File: src/rtl/spi_slave_param.sv
// SPI slave, all four CPOL/CPHA modes, oversampled in the P_CLK domain.
// Ports: P_CLK/reset, SPI pins (S_CLK, i_SS, i_MOSI, o_MISO, o_MISO_OE),
//        TX side (i_TX_DATA, i_TX_DV, o_TX_READY, o_TX_DONE, o_TX_UNDERRUN),
//        RX side (o_RX_DV, o_RX_DATA).
module spi_slave_param #(
    parameter int DATA_WIDTH  = 8,
    parameter int CPOL        = 1,
    parameter int CPHA        = 0,
    parameter int MSB_FIRST   = 1,
    parameter int SYNC_STAGES = 2,
    parameter logic [DATA_WIDTH-1:0] IDLE_DATA = '0
) (
    input  logic                  P_CLK,
    input  logic                  reset,
    input  logic                  S_CLK,
    input  logic                  i_SS,
    input  logic                  i_MOSI,
    output logic                  o_MISO,
    output logic                  o_MISO_OE,
    input  logic [DATA_WIDTH-1:0] i_TX_DATA,
    input  logic                  i_TX_DV,
    output logic                  o_TX_READY,
    output logic                  o_TX_DONE,
    output logic                  o_TX_UNDERRUN,
    output logic                  o_RX_DV,
    output logic [DATA_WIDTH-1:0] o_RX_DATA
);

    localparam int CW = $clog2(DATA_WIDTH);
    localparam logic [CW-1:0] LAST = CW'(DATA_WIDTH - 1);
    localparam logic L_CPOL = (CPOL != 0);
    localparam logic [0:0] ST_IDLE   = 1'b0;
    localparam logic [0:0] ST_ACTIVE = 1'b1;

    logic [SYNC_STAGES-1:0] r_sclk_sync;
    logic [SYNC_STAGES-1:0] r_ss_sync;
    logic [SYNC_STAGES:0]   r_mosi_sync;
    logic                   r_sclk_prev;
    logic                   r_ss_prev;

    logic [0:0]            r_state;
    logic [CW-1:0]         r_bit_cnt;
    logic [DATA_WIDTH-1:0] r_rx_shift;
    logic [DATA_WIDTH-1:0] r_tx_shift;
    logic [DATA_WIDTH-1:0] r_hold;
    logic                  r_hold_valid;

    logic                  w_sclk, w_ss, w_mosi;
    logic                  w_edge, w_lead, w_trail;
    logic                  w_sample, w_shift;
    logic                  w_ss_fall, w_ss_rise;
    logic                  w_load;
    logic [DATA_WIDTH-1:0] w_load_data;
    logic [DATA_WIDTH-1:0] w_tx_src;
    logic [DATA_WIDTH-1:0] w_tx_next;
    logic                  w_tx_bit;
    logic [DATA_WIDTH-1:0] w_rx_next;

    // MOSI gets one extra stage so it lines up with the S_CLK edge detect
    always_ff @(posedge P_CLK or posedge reset) begin
        if (reset) begin
            r_sclk_sync <= {SYNC_STAGES{L_CPOL}};
            r_ss_sync   <= '1;
            r_mosi_sync <= '0;
            r_sclk_prev <= L_CPOL;
            r_ss_prev   <= 1'b1;
        end else begin
            r_sclk_sync <= {r_sclk_sync[SYNC_STAGES-2:0], S_CLK};
            r_ss_sync   <= {r_ss_sync[SYNC_STAGES-2:0], i_SS};
            r_mosi_sync <= {r_mosi_sync[SYNC_STAGES-1:0], i_MOSI};
            r_sclk_prev <= w_sclk;
            r_ss_prev   <= w_ss;
        end
    end

    assign w_sclk    = r_sclk_sync[SYNC_STAGES-1];
    assign w_ss      = r_ss_sync[SYNC_STAGES-1];
    assign w_mosi    = r_mosi_sync[SYNC_STAGES];
    assign w_edge    = w_sclk ^ r_sclk_prev;
    assign w_lead    = w_edge && (w_sclk != L_CPOL);
    assign w_trail   = w_edge && (w_sclk == L_CPOL);
    assign w_sample  = (CPHA == 0) ? w_lead : w_trail;
    assign w_shift   = (CPHA == 0) ? w_trail : w_lead;
    assign w_ss_fall = r_ss_prev && !w_ss;
    assign w_ss_rise = !r_ss_prev && w_ss;

    // A shift edge with the counter at 0 opens a word: for CPHA=0 that is
    // the edge after a completed word, for CPHA=1 the first edge of a word.
    assign w_load = ((r_state == ST_IDLE) && w_ss_fall && (CPHA == 0))
                 || ((r_state == ST_ACTIVE) && !w_ss_rise && w_shift
                     && (r_bit_cnt == '0));

    assign w_load_data = r_hold_valid ? r_hold : IDLE_DATA;
    assign w_tx_src    = w_load ? w_load_data : r_tx_shift;
    assign w_tx_bit    = (MSB_FIRST != 0) ? w_tx_src[DATA_WIDTH-1]
                                          : w_tx_src[0];
    assign w_tx_next   = (MSB_FIRST != 0)
                       ? {w_tx_src[DATA_WIDTH-2:0], 1'b0}
                       : {1'b0, w_tx_src[DATA_WIDTH-1:1]};
    assign w_rx_next   = (MSB_FIRST != 0)
                       ? {r_rx_shift[DATA_WIDTH-2:0], w_mosi}
                       : {w_mosi, r_rx_shift[DATA_WIDTH-1:1]};

    // A write coinciding with a load is not bypassed; it survives the clear
    always_ff @(posedge P_CLK or posedge reset) begin
        if (reset) begin
            r_hold       <= '0;
            r_hold_valid <= 1'b0;
        end else begin
            if (w_load)
                r_hold_valid <= 1'b0;
            if (i_TX_DV && !r_hold_valid) begin
                r_hold       <= i_TX_DATA;
                r_hold_valid <= 1'b1;
            end
        end
    end

    assign o_TX_READY = !r_hold_valid;
    assign o_MISO_OE  = (r_state == ST_ACTIVE);

    always_ff @(posedge P_CLK or posedge reset) begin
        if (reset) begin
            r_state       <= ST_IDLE;
            r_bit_cnt     <= '0;
            r_rx_shift    <= '0;
            r_tx_shift    <= '0;
            o_MISO        <= 1'b0;
            o_RX_DATA     <= '0;
            o_RX_DV       <= 1'b0;
            o_TX_DONE     <= 1'b0;
            o_TX_UNDERRUN <= 1'b0;
        end else begin
            o_RX_DV       <= 1'b0;
            o_TX_DONE     <= 1'b0;
            o_TX_UNDERRUN <= w_load && !r_hold_valid;
            case (r_state)
                ST_IDLE: begin
                    r_bit_cnt  <= '0;
                    r_rx_shift <= '0;
                    o_MISO     <= 1'b0;
                    if (w_ss_fall) begin
                        r_state <= ST_ACTIVE;
                        if (w_load) begin
                            o_MISO     <= w_tx_bit;
                            r_tx_shift <= w_tx_next;
                        end
                    end
                end
                ST_ACTIVE: begin
                    if (w_ss_rise) begin
                        // abort: partial word is dropped silently
                        r_state    <= ST_IDLE;
                        r_bit_cnt  <= '0;
                        r_rx_shift <= '0;
                        o_MISO     <= 1'b0;
                    end else begin
                        if (w_shift) begin
                            o_MISO     <= w_tx_bit;
                            r_tx_shift <= w_tx_next;
                        end
                        if (w_sample) begin
                            r_rx_shift <= w_rx_next;
                            if (r_bit_cnt == LAST) begin
                                r_bit_cnt <= '0;
                                o_RX_DATA <= w_rx_next;
                                o_RX_DV   <= 1'b1;
                                o_TX_DONE <= 1'b1;
                            end else begin
                                r_bit_cnt <= r_bit_cnt + CW'(1);
                            end
                        end
                    end
                end
                default: r_state <= ST_IDLE;
            endcase
        end
    end

endmodule

File: config.mk
export PLATFORM = sky130hd
export DESIGN_NAME = spi_slave_param
export DESIGN_NICKNAME = d
export VERILOG_FILES = /design/src/rtl/spi_slave_param.sv
export SDC_FILE = /design/constraint.sdc
export NUM_CORES = 1
export LEC_CHECK = 0
export CORE_ASPECT_RATIO = 0.75
export CORE_UTILIZATION = 40
export DETAILED_ROUTE_END_ITERATION = 8
export PLACE_DENSITY = 0.62
export SETUP_SLACK_MARGIN = 0.2
export SYNTH_ARGS = -nofsm -noshare
export SYNTH_HDL_FRONTEND = slang
export SYNTH_SLANG_ARGS = --single-unit
File: constraint.sdc
create_clock -name P_CLK -period 2.4 [get_ports P_CLK]
set_input_delay 0.48 -clock P_CLK [delete_from_list [all_inputs] [get_ports P_CLK]]
set_output_delay 0.48 -clock P_CLK [all_outputs]
set_load 0.05 [all_outputs]
==> reports/metrics.cfg <==
[detailed_routing]
m1WireLength_um = 1700
first_pass_iters = 4
drt_wl_total_um = 3280
dr_wl_met2_um = 1430
via_per_inst = 4.86
drcViolationCount = 0
wl_met3_um = 111
num_vias = 1176
ant_nets = 0
wl_per_cell_um = 13.6
maxUsedRoutingLayer = met4
drtIter0Drc = 83

[pwr]
peakVddDrop_uv = 383
p_leak_nw = 1.08
total_power_mw = 1.82
power_density_mw_per_mm2 = 763

[synthesis]
yosys_warnings = 0
synth_edf_count = 0
seq_area_frac_synth_pct = 60.1
synth_cell_types = 26
ys.flop_type = dfrtp_1
syn_inst = 154
postSynthAreaPerCell_um2 = 12.8
postSynth.asyncResetShare_pct = 100
syn-num-nets = 171
synth-seq-cells = 47
synth.cell_area_mm2 = 0.00197

[placed_design]
place_ws_ns = 0.510
place.gp.congestion = 0.757
hpwl_um = 2290
place_area_mm2 = 0.00230
portBuffers = 27

[global_route]
grt_usage_pct = 14.2
antenna_found_initial = 0
grt_pass1_wl_um = 5750
grt_pass1_vias = 1203
grt_max_degree = 48
overflow = 0

[sta]
drv_slew = 0
holdWs_ns = 0.353
tns_ns = 0
setup_viol = 0
relSlewSlack_pct = 52.9
rsz0062_at_grt = no
fin_crit_sh_pct = 87.1
final_hold_viol_count = 0
max_freq_ghz = 0.479
skew_ns = 0.00432
setup_ws_ns = 0.311
min_period_ns = 2.09
worst_pin_slew_ns = 0.705

[worst_setup_path]
cp_max_fo = 6
crit_buf_inv = 1
max_stage_delay_ns = 0.84
required_ns = 1.92
slowest_stage = clkdlybuf4s50_1
arrival_ns = 1.61
crit_family = buffers and inverters
cp-start-kind = flip-flop
path_class = flip-flop to primary output
end_kind = primary output
worstPathCellList = clkdlybuf4s50_1

[floorplanning]
initial_utilization_pct = 42.9
die-area_mm2 = 0.00521
die_h_um = 62.8
io-pin-count = 28
core_mm2 = 0.00460
die_w_um = 83.1
num_rows = 21

[min_path]
worstHoldPathType = flip-flop to flip-flop

[finish]
mostFrequentLayoutCells = dfrtp_1 (41), clkdlybuf4s50_1 (26), nand2_1 (20), mux2_2 (12), inv_1 (11)
n_antenna_cell = 0
postLayoutCellArea_mm2 = 0.00238
fin_nets = 201
final_common_cell = dfrtp_1
synthToLayoutAreaGrowth_pct = 21.0
drive_gt1_share_pct = 21.1

[clock_tree]
cts_made_buffers = 5
h-tree-depth = 2
path_clk_slew_ns = 0.08
cts_resized = 0
cts_tree = built
cts.path.max_buffers = 2
post_cts_buffers = 0
cts_hold_buf = 0
cts.sinks = 47
root_buffer = clkbuf_8
clock_latency_ns = 0.29

[run_status]
status = complete, no violations

[run]
cap_violations = 0

registers in the layout, indices dropped and copies added, names as in the netlist:
signal and count:
r_tx_shift 7, r_hold 8, r_ss_sync 2, r_rx_shift 7, o_TX_UNDERRUN 1, o_MISO_OE 1
r_hold_valid 1, r_sclk_sync 2, o_RX_DV 1, o_RX_DATA 8, r_mosi_sync 3, r_sclk_prev 1
r_bit_cnt 3, o_MISO 1, r_ss_prev 1
cells by family (layout without fill, tap and decap cells):
| kind of cell | Yosys count | after routing | synth area share [%] |
|---|---|---|---|
| buf+inv | 19 | 50 | 4.00 |
| flops | 47 | 47 | 60.1 |
| compound gates | 16 | 16 | 6.41 |
| mux | 30 | 30 | 18.0 |
| fa+ha+maj | 4 | 4 | 2.41 |
| simple gates | 38 | 38 | 9.08 |
per-layer routing:
layer | vias to the layer above | global-route usage, %
met3 | 5 | 4.36
met1 | 583 | 19.7
li1 | 569 | -
met5 | - | 0
met2 | 19 | 20.5
met4 | 0 | 6.47
cells in the mapped netlist, types with 2 or more instances:
master    instances  area [µm²]
dfrtp_1          41        1030
nand2_1          20        75.1
and2_1            4        25.0
inv_1            12        45.0
clkbuf_1          5        18.8
nor2b_1           3        18.8
nor2_1            4        15.0
nor3_1            2        10.0
nand2b_1          2        12.5
mux2i_1          10         100
buf_4             2        15.0
mux2_4            8         120
dfstp_2           6         158
mux2_2           12         135
a21oi_1          10        50.1
ha_1              3        37.5
area by class of cell:
| class | count | area, µm² |
|---|---|---|
| Clock inverter | 1 | 5.00 |
| Timing Repair Buffer | 30 | 295 |
| Multi-Input combinational cell | 88 | 708 |
| Fill cell | 397 | 2210 |
| Sequential cell | 47 | 1180 |
| Clock buffer | 7 | 76.3 |
| Tap cell | 57 | 71.3 |
| Inverter | 12 | 45.0 |
stage by stage:
step / std cells / utilization, %
after floorplan: 154 / -
after global placement: 234 / 50.0
after detailed placement: 234 / 50.0
after CTS: 242 / 51.8
after global routing: 242 / 51.9
final: 242 / 51.9
final timing paths:
| kind | startpoint | to | slack [ns] | cells after the start |
|---|---|---|---|---|
| max in group asynchronous | reset | o_TX_UNDERRUN | 1.35 | 3 |
| max reg2reg | r_sclk_prev | o_RX_DATA[2] | 0.50 | 3 |
| max | o_MISO_OE | o_MISO_OE | 0.31 | 1 |
| min reg2reg | r_mosi_sync[1] | r_mosi_sync[2] | 0.35 | 0 |
| min | r_mosi_sync[1] | r_mosi_sync[2] | 0.35 | 0 |
| min in group asynchronous | reset | r_mosi_sync[0] | 0.66 | 3 |
report_power, final:
group,internal [mW],switching [mW]
logic,0.188,0.169
clock network,0.205,0.249
registers,0.930,0.0779
total,1.32,0.496
(Power assumes the default switching activity.)
